<file path="src/rtl/regfile_pkg.sv">
// Shared constants and helpers for the scoreboarded register file.
package regfile_pkg;

  localparam int XLEN_D        = 32;
  localparam int NREG_D        = 32;
  localparam int LINK_OFFSET_D = 4;

  function automatic logic [XLEN_D-1:0] link_value(
    input logic [XLEN_D-1:0] pc,
    input logic [XLEN_D-1:0] off
  );
    return pc + off;
  endfunction

endpackage

</file>
<file path="src/rtl/regfile_scoreboard.sv">
// Per-register pending-write bits with issue/writeback priority.
module regfile_scoreboard
  import regfile_pkg::*;
#(
  parameter int NREG = NREG_D,
  parameter int AW   = $clog2(NREG)
) (
  input  logic            clk,
  input  logic            rst_n,
  input  logic            issue_valid_i,
  input  logic [AW-1:0]   issue_rd_i,
  input  logic            wb_valid_i,
  input  logic [AW-1:0]   wb_rd_i,
  output logic [NREG-1:0] busy_o,
  output logic [AW:0]     cnt_o
);

  logic [NREG-1:0] busy_q, busy_d;
  logic [AW:0]     cnt_q, cnt_d;

  // A new producer owns the register, so set beats clear.
  always_comb begin
    busy_d = busy_q;
    for (int i = 1; i < NREG; i++) begin
      if (issue_valid_i && issue_rd_i == AW'(i))
        busy_d[i] = 1'b1;
      else if (wb_valid_i && wb_rd_i == AW'(i))
        busy_d[i] = 1'b0;
    end
    busy_d[0] = 1'b0;
  end

  always_comb begin
    cnt_d = '0;
    for (int i = 1; i < NREG; i++)
      cnt_d = cnt_d + (AW+1)'(busy_d[i]);
  end

  always_ff @(posedge clk or negedge rst_n) begin
    if (!rst_n) begin
      busy_q <= '0;
      cnt_q  <= '0;
    end else begin
      busy_q <= busy_d;
      cnt_q  <= cnt_d;
    end
  end

  assign busy_o = busy_q;
  assign cnt_o  = cnt_q;

endmodule

</file>
<file path="src/rtl/regfile_sb.sv">
// Integer register file with scoreboard, writeback bypass
// and link-address writeback.
module regfile_sb
  import regfile_pkg::*;
#(
  parameter int XLEN        = XLEN_D,
  parameter int NREG        = NREG_D,
  parameter int AW          = $clog2(NREG),
  parameter int LINK_OFFSET = LINK_OFFSET_D
) (
  input  logic            clk,
  input  logic            rst_n,
  input  logic [AW-1:0]   rs1_addr,
  input  logic [AW-1:0]   rs2_addr,
  output logic [XLEN-1:0] rd1_data,
  output logic [XLEN-1:0] rd2_data,
  output logic            rs1_busy,
  output logic            rs2_busy,
  output logic            rd_busy,
  input  logic            issue_valid,
  input  logic [AW-1:0]   issue_rd,
  input  logic            wb_valid,
  input  logic [AW-1:0]   wb_rd,
  input  logic [XLEN-1:0] wb_data,
  input  logic            wb_link,
  input  logic [XLEN-1:0] wb_pc,
  output logic [AW:0]     pending_cnt
);

  logic [XLEN-1:0] regs_q [NREG];
  logic [XLEN-1:0] link_val;
  logic [XLEN-1:0] wval;
  logic [NREG-1:0] busy;
  logic            hit1, hit2;

  if (XLEN == XLEN_D) begin : g_link_fn
    assign link_val = link_value(wb_pc, XLEN_D'(LINK_OFFSET));
  end else begin : g_link_add
    assign link_val = wb_pc + XLEN'(LINK_OFFSET);
  end

  assign wval = wb_link ? link_val : wb_data;

  always_ff @(posedge clk or negedge rst_n) begin
    if (!rst_n) begin
      for (int i = 0; i < NREG; i++)
        regs_q[i] <= '0;
    end else if (wb_valid && wb_rd != '0) begin
      regs_q[wb_rd] <= wval;
    end
  end

  assign hit1 = wb_valid && wb_rd == rs1_addr;
  assign hit2 = wb_valid && wb_rd == rs2_addr;

  always_comb begin
    rd1_data = '0;
    if (rs1_addr != '0)
      rd1_data = hit1 ? wval : regs_q[rs1_addr];
  end

  always_comb begin
    rd2_data = '0;
    if (rs2_addr != '0)
      rd2_data = hit2 ? wval : regs_q[rs2_addr];
  end

  regfile_scoreboard #(
    .NREG (NREG),
    .AW   (AW)
  ) u_sb (
    .clk           (clk),
    .rst_n         (rst_n),
    .issue_valid_i (issue_valid),
    .issue_rd_i    (issue_rd),
    .wb_valid_i    (wb_valid),
    .wb_rd_i       (wb_rd),
    .busy_o        (busy),
    .cnt_o         (pending_cnt)
  );

  // A register being written back is readable via bypass, so not busy.
  assign rs1_busy = busy[rs1_addr] && !hit1 && rs1_addr != '0;
  assign rs2_busy = busy[rs2_addr] && !hit2 && rs2_addr != '0;
  assign rd_busy  = busy[issue_rd] && issue_rd != '0;

endmodule

</file>
<file path="config.mk">
export PLATFORM = sky130hd
export DESIGN_NAME = regfile_sb
export DESIGN_NICKNAME = d
export VERILOG_FILES = /design/src/rtl/regfile_pkg.sv /design/src/rtl/regfile_scoreboard.sv /design/src/rtl/regfile_sb.sv
export SDC_FILE = /design/constraint.sdc
export NUM_CORES = 2
export LEC_CHECK = 0
export BUFFER_PORTS_ARGS = -buffer_cell sky130_fd_sc_hd__buf_4
export CORE_UTILIZATION = 32
export CTS_CLUSTER_DIAMETER = 50
export DETAILED_ROUTE_END_ITERATION = 10
export GPL_ROUTABILITY_DRIVEN = 0
export SYNTH_ARGS = -nofsm -noshare
export SYNTH_HDL_FRONTEND = slang
export SYNTH_HIERARCHICAL = 1
export SYNTH_SLANG_ARGS = --single-unit
</file>
<file path="constraint.sdc">
create_clock -name clk -period 10.1 [get_ports clk]
set_input_delay 2.525 -clock clk [delete_from_list [all_inputs] [get_ports clk]]
set_output_delay 2.525 -clock clk [all_outputs]
set_load 0.02 [all_outputs]
</file>
# [Yosys cells after proc, flatten, opt, wreduce, memory -nomap -nowiden]
# Cells that the tools add are included.
[word_totals] register_bits=1061 latchBits=0 ram_bits=0 mem_bits_ro=0 output_inout_bits=73 wordCells=298 n_memories=0
[op_classes] add_sub_neg=31 mul=0 n_div=0 n_lt_le_gt_ge=7 n_eq_ne=64 shift=0 muxes=82 n_bitwise=3 reduce_logical=77
[op_table] operator="$bwmux W1024" count=1
[op_table] operator="$bmux W32 S5" count=2
[op_table] operator="$mux W32" count=10
[op_table] operator="$add A6 B1 Y6" count=29
[op_table] operator="$demux W32 S5" count=1
[op_table] operator="$eq A5 B5 Y1 const B" count=32
[op_table] operator="$eq A5 B4 Y1 const B" count=16
[op_table] operator="$logic_and A1 B1 Y1" count=71
[op_table] operator="$mux W1" count=65
[op_table] operator="$eq A5 B3 Y1 const B" count=8
[op_table] operator="$add A32 B3 Y32 const B" count=1
[op_table] operator="$eq A5 B2 Y1 const B" count=4
[op_table] operator="$reduce_bool A5 Y1" count=4
[op_table] operator="$ge A6 B6 Y1 const B" count=3
[op_table] operator="$lt A5 B6 Y1 const B" count=3
[op_table] operator="$not A5 Y6" count=3
[op_table] operator="$bmux W1 S5" count=3
[op_table] operator="$eq A5 B1 Y1 const B" count=2
[op_table] operator="$eq A5 B5 Y1" count=2
[op_table] operator="$lt A6 B1 Y1 const B" count=1
[op_table] operator="$add A1 B1 Y2" count=1
[op_table] operator="$logic_not A1 Y1" count=2

# [Depth between registers and ports, before layout]
[logic_depth] ltp_word=34 ltp_mapped=19 mapped_depth_nobuf=19

# [By module]
# Netlist, hierarchy kept.
[modules_own_cells] mod="regfile_sb" n_inst=1 cells_per_inst=4967 area_per_inst_um2=54537.3
[modules_own_cells] mod="regfile_scoreboard" n_inst=1 cells_per_inst=217 area_per_inst_um2=2303.5

# [Worst setup path after synthesis]
# Ideal clock, no wire load.
[synth_path] path_type="input-to-reg" startpoint="in issue_rd[0]" endpoint="reg u_sb.cnt_q[4] (netlist: u_sb/cnt_o[4])" setup_time_ps=80 arrival_time_ps=7631 t_required_ps=10020 slack_ps=2389 stages=19 n_path_buf=1 path_cell_list="or2_2 > clkbuf_1 > o21a_1 > fa_1 > inv_1 > fa_1 > inv_1 > fa_1 > inv_1 > fa_1 > fa_1 > inv_1 > fa_1 > inv_1 > fa_1 > fa_1 > a21o_1 > a21oi_1 > xnor2_1"
[synth_between] elab_chain_len=33 elab_cells_between_ends=123 cone_classes="30 x add/sub; 31 x eq/ne; 31 x mux; 31 x reduce/logical"
[synth_lines] element="start: declaration" line_no="regfile_sb.sv:21" rtl="input logic [AW-1:0] issue_rd,"
[synth_lines] element="$eq A5 B1 Y1 / $eq A5 B2 Y1 (equally long branches)" line_no="regfile_scoreboard.sv:25" rtl="if (issue_valid_i && issue_rd_i == AW'(i))"
[synth_lines] element="$logic_and A1 B1 Y1" line_no="regfile_scoreboard.sv:25"
[synth_lines] element="$mux W1" line_no="regfile_scoreboard.sv:25"
[synth_lines] element="$add A1 B1 Y2" line_no="regfile_scoreboard.sv:36" rtl="cnt_d = cnt_d + (AW+1)'(busy_d[i]);"
[synth_lines] element="$add A6 B1 Y6 (28 in a row)" line_no="regfile_scoreboard.sv:36"
[synth_lines] element="$add A6 B1 Y6 *" line_no="regfile_scoreboard.sv:36"
[synth_lines] element="named net u_sb.cnt_d[4]" line_no="regfile_scoreboard.sv:19" rtl="logic [AW:0] cnt_q, cnt_d;"
[synth_lines] element="end signal: assignment" line_no="regfile_scoreboard.sv:45" rtl="cnt_q <= cnt_d;"
[synth_lines] element="end: declaration" line_no="regfile_scoreboard.sv:19"
# Mark *: on every way through the listed nets, which the timed path passes. The rest lies on a longest branch.
# A chain may end at the register's enable or synchronous reset.

# [Worst setup path in the final report]
[layout_path] startpoint="in rs2_addr[2]" endpoint="out rd2_data[18]"
[layout_between] elab_chain_len=6 elab_cells_between_ends=9 cone_classes="1 x eq/ne; 5 x mux; 1 x bitwise; 2 x reduce/logical"
[layout_lines] element="start: declaration" line_no="regfile_sb.sv:14" rtl="input logic [AW-1:0] rs2_addr,"
[layout_lines] element="$not A5 Y6 (not written as such)" line_no="regfile_sb.sv:65" rtl="rd2_data = hit2 ? wval : regs_q[rs2_addr];"
[layout_lines] element="$bmux W32 S5" line_no="regfile_sb.sv:65"
[layout_lines] element="$mux W32 (not written as such) (2 in a row)" line_no="regfile_sb.sv:65"
[layout_lines] element="$mux W32" line_no="regfile_sb.sv:65"
[layout_lines] element="$mux W32 *" line_no="regfile_sb.sv:64" rtl="if (rs2_addr != '0)"
[layout_lines] element="end: declaration" line_no="regfile_sb.sv:16" rtl="output logic [XLEN-1:0] rd2_data,"
# Every way passes the cells marked *; elsewhere a longest branch is shown, timed or not. The select of a mux whose other input is x is not followed.

==> impl.org <==
** Timing
- Worst clock skew :: 0.0200 ns
- Setup repair after global routing left no endpoint under its margin.
- The worst path uses between 80 and 90% of the clock period.
- Finish-stage setup viols :: 0
- The smallest clock period supported by the final layout is computed as 8.59 ns.
- Number of hold-slack violations in the final timing report :: 0
- Relative slew slack :: about 17%
- For the pin with the worst max-slew slack, the measured transition is 1.25 ns.
- In the post-route analysis, the smallest setup slack over all paths is 1.51 ns.
- Setup TNS :: 0 ns
- The count of pins over their slew limit was 0.
- Timing-limited maximum frequency :: 116 MHz

** Floorplan
- Die outline height :: 423 um
- The die covers 0.179 sq mm.
- The floorplan step set the die width to 423 um.
- Core region area :: 0.176 sq mm
- Pin placement for this block handled 162 I/O pins.
- Number of placement rows :: 154
- Starting Density :: 32.2%

** Logic synthesis
- Number of flip-flops and latches in the synthesized netlist :: around 1100
- Number of synthesized flops with an enable pin :: 0
- The number of different library cells used by synthesis comes to 69.
- When the netlist entered floorplanning its net count stood at ~5300.
- For this run, the leading register cell type out of synthesis is sky130_fd_sc_hd__dfrtp_1.
- Synthesis handed over a netlist of 5184 instances.
- Counting flops with an async set or reset pin after synthesis yields a share of 100%.
- Warnings, synthesis :: 6
- Netlist Area Pre-Place :: 0.0568 sq mm
- Mapped Avg Cell Area :: between 10 and 15 sq um
- Sequential cells were found to cover a little under half of the synthesized design area.

** Critical path
- Sequence of cells on the critical path :: clkbuf_8 -> nor2_1 -> nor4b_1 -> a21oi_1 -> buf_4 -> nand2b_2 -> o221ai_1 -> buf_4
- For this run, the slowest stage of the critical path takes 0.86 ns.
- Data arrives at the worst endpoint at 6.06 ns.
- Buffers and inverters on the worst path :: 3
- Required time of the critical path :: 7.58 ns
- Category of the most critical setup path :: in -> out
- Cell class contributing the biggest share of worst-path delay :: simple AND/OR/NAND/NOR gates
- For this design, the slowest cell found on the critical path is sky130_fd_sc_hd__nand2b_2.
- The worst setup path is launched from a primary input.
- STA classifies the critical path endpoint as an output port.
- In this run the worst path has a maximum fanout of 40.
- Among the stages of the critical path, the cell type that occurs most often is sky130_fd_sc_hd__buf_4.

** CTS
- The root buffer cell chosen for the clock tree is sky130_fd_sc_hd__clkbuf_16.
- Clock latency reported for the late side of the worst-skew pair :: around 0.76 ns
- The tree built by TritonCTS fans out to 1061 sinks.
- Once the clock tree was built, the setup fixing pass inserted 0 buffers.
- Maximum level of the CTS H-tree :: 3
- Clock edge transition at the registers on the reported setup and hold paths :: about 0.05 ns
- Deepest clock path buffer count :: 3
- Number of buffers added by the clock tree synthesis step :: 117
- Hold Buf Count CTS :: 0
- Once the clock tree was built, the resizer swapped 0 gates to a different size.
- TritonCTS built the clock tree.

** Power
- Across the VDD grid, the largest voltage drop is roughly 490 uV.
- Net switching is 32.4% of the power.
- Leakage dissipation :: 27.7 nW
- Proportion of power drawn by flip-flops and latches :: 40.0%
- Power Dens Cells :: 225 mW/mm^2
- In this run, the clock network consumes 32.0% of the power.
- Per report_power, the combinational group accounts for 28.0% of the total.
- NetSw :: 0.00469 W
- Design internal power :: 0.00979 W

** Routing
- Summing over every cut layer, the via total after detailed routing is 42900.
- The routed design uses 14.6 mm of met3 wire.
- Detailed routing placed a total of 90.6 mm of wire on met2.
- Routed len/inst :: 25.7 um
- DRC errors left :: 12
- For this run, the detailed router's first-pass iteration total came to 8.
- In this run the remaining antenna-violating nets after routing total 0.
- Drt total wl :: 192 mm
- The detailed router finished its first iteration with 4501 violations.
- Signal routing reaches up to met5.
- Met1 routed wirelength after detailed routing :: 79.7 mm
- Via count normalized by instance count :: 5.73

** Place
- Before CTS, the worst setup slack after placement is roughly 1.6 ns.
- Buffers placed on the I/O ports in this run total approximately 160.
- Half-perimeter wire length after placement :: 115 mm

** Global route
- The via count of the first global-routing pass came to about 42000.
- Total congestion overflow :: 0
- Tot GR Track Use :: 21.2%
- The first global-routing pass estimated 287 mm of wire.
- Maximum number of pins on one net before global-route repair :: 172
- Number of antenna violations at the first check in global routing :: 6

** Hold path
- Type of the most critical hold path :: reg -> reg

** Cells and area
- The repair_antennas step left the layout with diodes totalling 0.
- Final net count :: 5163
- Counting the fill cells in the layout gives approximately 17000.
- Layout overhead on the synthesized area :: 13.2%
- Sequential cell area :: about 0.027 sq mm
- Of the cells placed in the final design, the portion with a size suffix greater than 1 is between 20% and 30%.
- Multi-input gate area :: 0.0283 sq mm

** Outcome
- The flow ran to the end, but the final reports show violations.
- The final reports fail on DRC.

** Run
- Across the run, the number of max-cap violations was 0.
-- power by group through the flow --
stage	sequential (W)	clock, W	combinational (W)
floorplan	0.00562	0	0.00299
global placement	0.00577	0	0.00396
CTS	0.00576	0.00467	0.00409
global route	0.00589	0.00482	0.00455
detailed placement	0.00583	0	0.00408
finish	0.00579	0.00463	0.00406
-- path summary, 6_finish.rpt --
check,endpoint,startpoint,cells past startpoint,slack (ns)
worst max-delay path,rd2_data[18],rs2_addr[2],8,1.51
worst min-delay path,regs_q[1003]$_DFFE_PN0P_,regs_q[1003]$_DFFE_PN0P_,0,0.39
worst max register to register,u_sb/cnt_o[4]$_DFF_PN0_,u_sb/busy_o[10]$_DFF_PN0_,17,4.71
worst min register to register,regs_q[1003]$_DFFE_PN0P_,regs_q[1003]$_DFFE_PN0P_,0,0.39
max in group asynchronous,regs_q[100]$_DFFE_PN0P_,rst_n,3,5.99
min in group asynchronous,regs_q[939]$_DFFE_PN0P_,rst_n,1,1.82
-- layout make-up --
cell class,count,share of cell area [%]
multi-input cells,3556,44.0
flip-flops and latches,1061,41.3
clock buffers,155,5.27
well taps,2340,4.55
repair buffers,277,3.51
clock inverters,62,1.20
inverters,30,0.175
-- flip-flops by register name (all words and copies together), names as in the netlist --
name	cells
regs_q	1024
u_sb/cnt_o	6
u_sb/busy_o	31
-- Yosys cell counts, drive strengths merged, types with 4 or more instances --
master,number,area [sq um]
nand3,25,125
xor2,16,140
nand2,1149,4310
nor2b,48,300
and4,5,43.8
o21ai,1108,5660
ha,8,100
dfrtp,1061,26600
nor2,35,131
clkbuf,401,1510
a22o,17,149
xnor2,24,218
nor3b,8,60.1
a22oi,61,458
o21a,28,210
mux4,499,11200
buf,136,754
and3,7,43.8
a21oi,64,320
nand4,16,115
mux2i,191,1920
nor3,5,30.0
a221oi,43,377
o211ai,6,45.0
nand2b,10,62.6
a211oi,32,240
o22ai,6,43.8
o2111ai,5,43.8
a31oi,4,25.0
and2,7,43.8
mux2,27,304
o221ai,44,385
a32o,4,40.0
inv,29,109
fa,23,460
-- per-layer routing --
metal | vias to the layer above | global-route usage (%)
li1 | 18600 | -
met1 | 22200 | 28.9
met2 | 1810 | 33.8
met3 | 330 | 3.51
met4 | 8 | 8.24
met5 | - | 0
-- placed cells by master, fill, tap and decap left out, drive strengths merged, types with 4 or more instances in the layout --
cell type	instances
bufinv	14
mux4	499
dfrtp	1061
a221oi	43
o21ai	1108
and4	5
nor3b	8
o21a	28
a21oi	64
mux2	27
and3	7
and2	7
xor2	16
o211ai	6
a31oi	4
nor2	35
ha	8
nand4	16
nand2b	10
a211oi	32
nand2	1149
clkinv	28
buf	276
mux2i	191
o221ai	44
a22oi	61
nor3	5
xnor2	24
nor2b	48
clkbuf	156
clkinvlp	9
a22o	17
a32o	4
o2111ai	5
o22ai	6
inv	41
fa	23
nand3	25
-- cells by family after synthesis --
logic type | share of synthesized area [%]
AOI/OAI and AO/OA | 14.2
xor gates and xnor gates | 0.630
adders and majority gates | 0.986
buffers and inverters | 4.18
DFF | 46.7
muxes | 23.7
other | 0.00660
and+or+nand+nor | 9.58
-- through the flow --
stage | instances | hold WS (ns) | instance area, sq um | total power [W] | util, %
floorplan | 5184 | 0.441 | 56800 | 0.00861 | -
global placement | 7264 | 0.376 | 60200 | 0.00973 | 34.1
detailed placement | 7264 | 0.382 | 60200 | 0.00991 | 34.1
CTS | 7481 | 0.396 | 64400 | 0.0145 | 36.5
global route | 7481 | 0.406 | 64400 | 0.0153 | 36.5
finish | 7481 | 0.390 | 64400 | 0.0145 | 36.5
(Power assumes the default switching activity.)
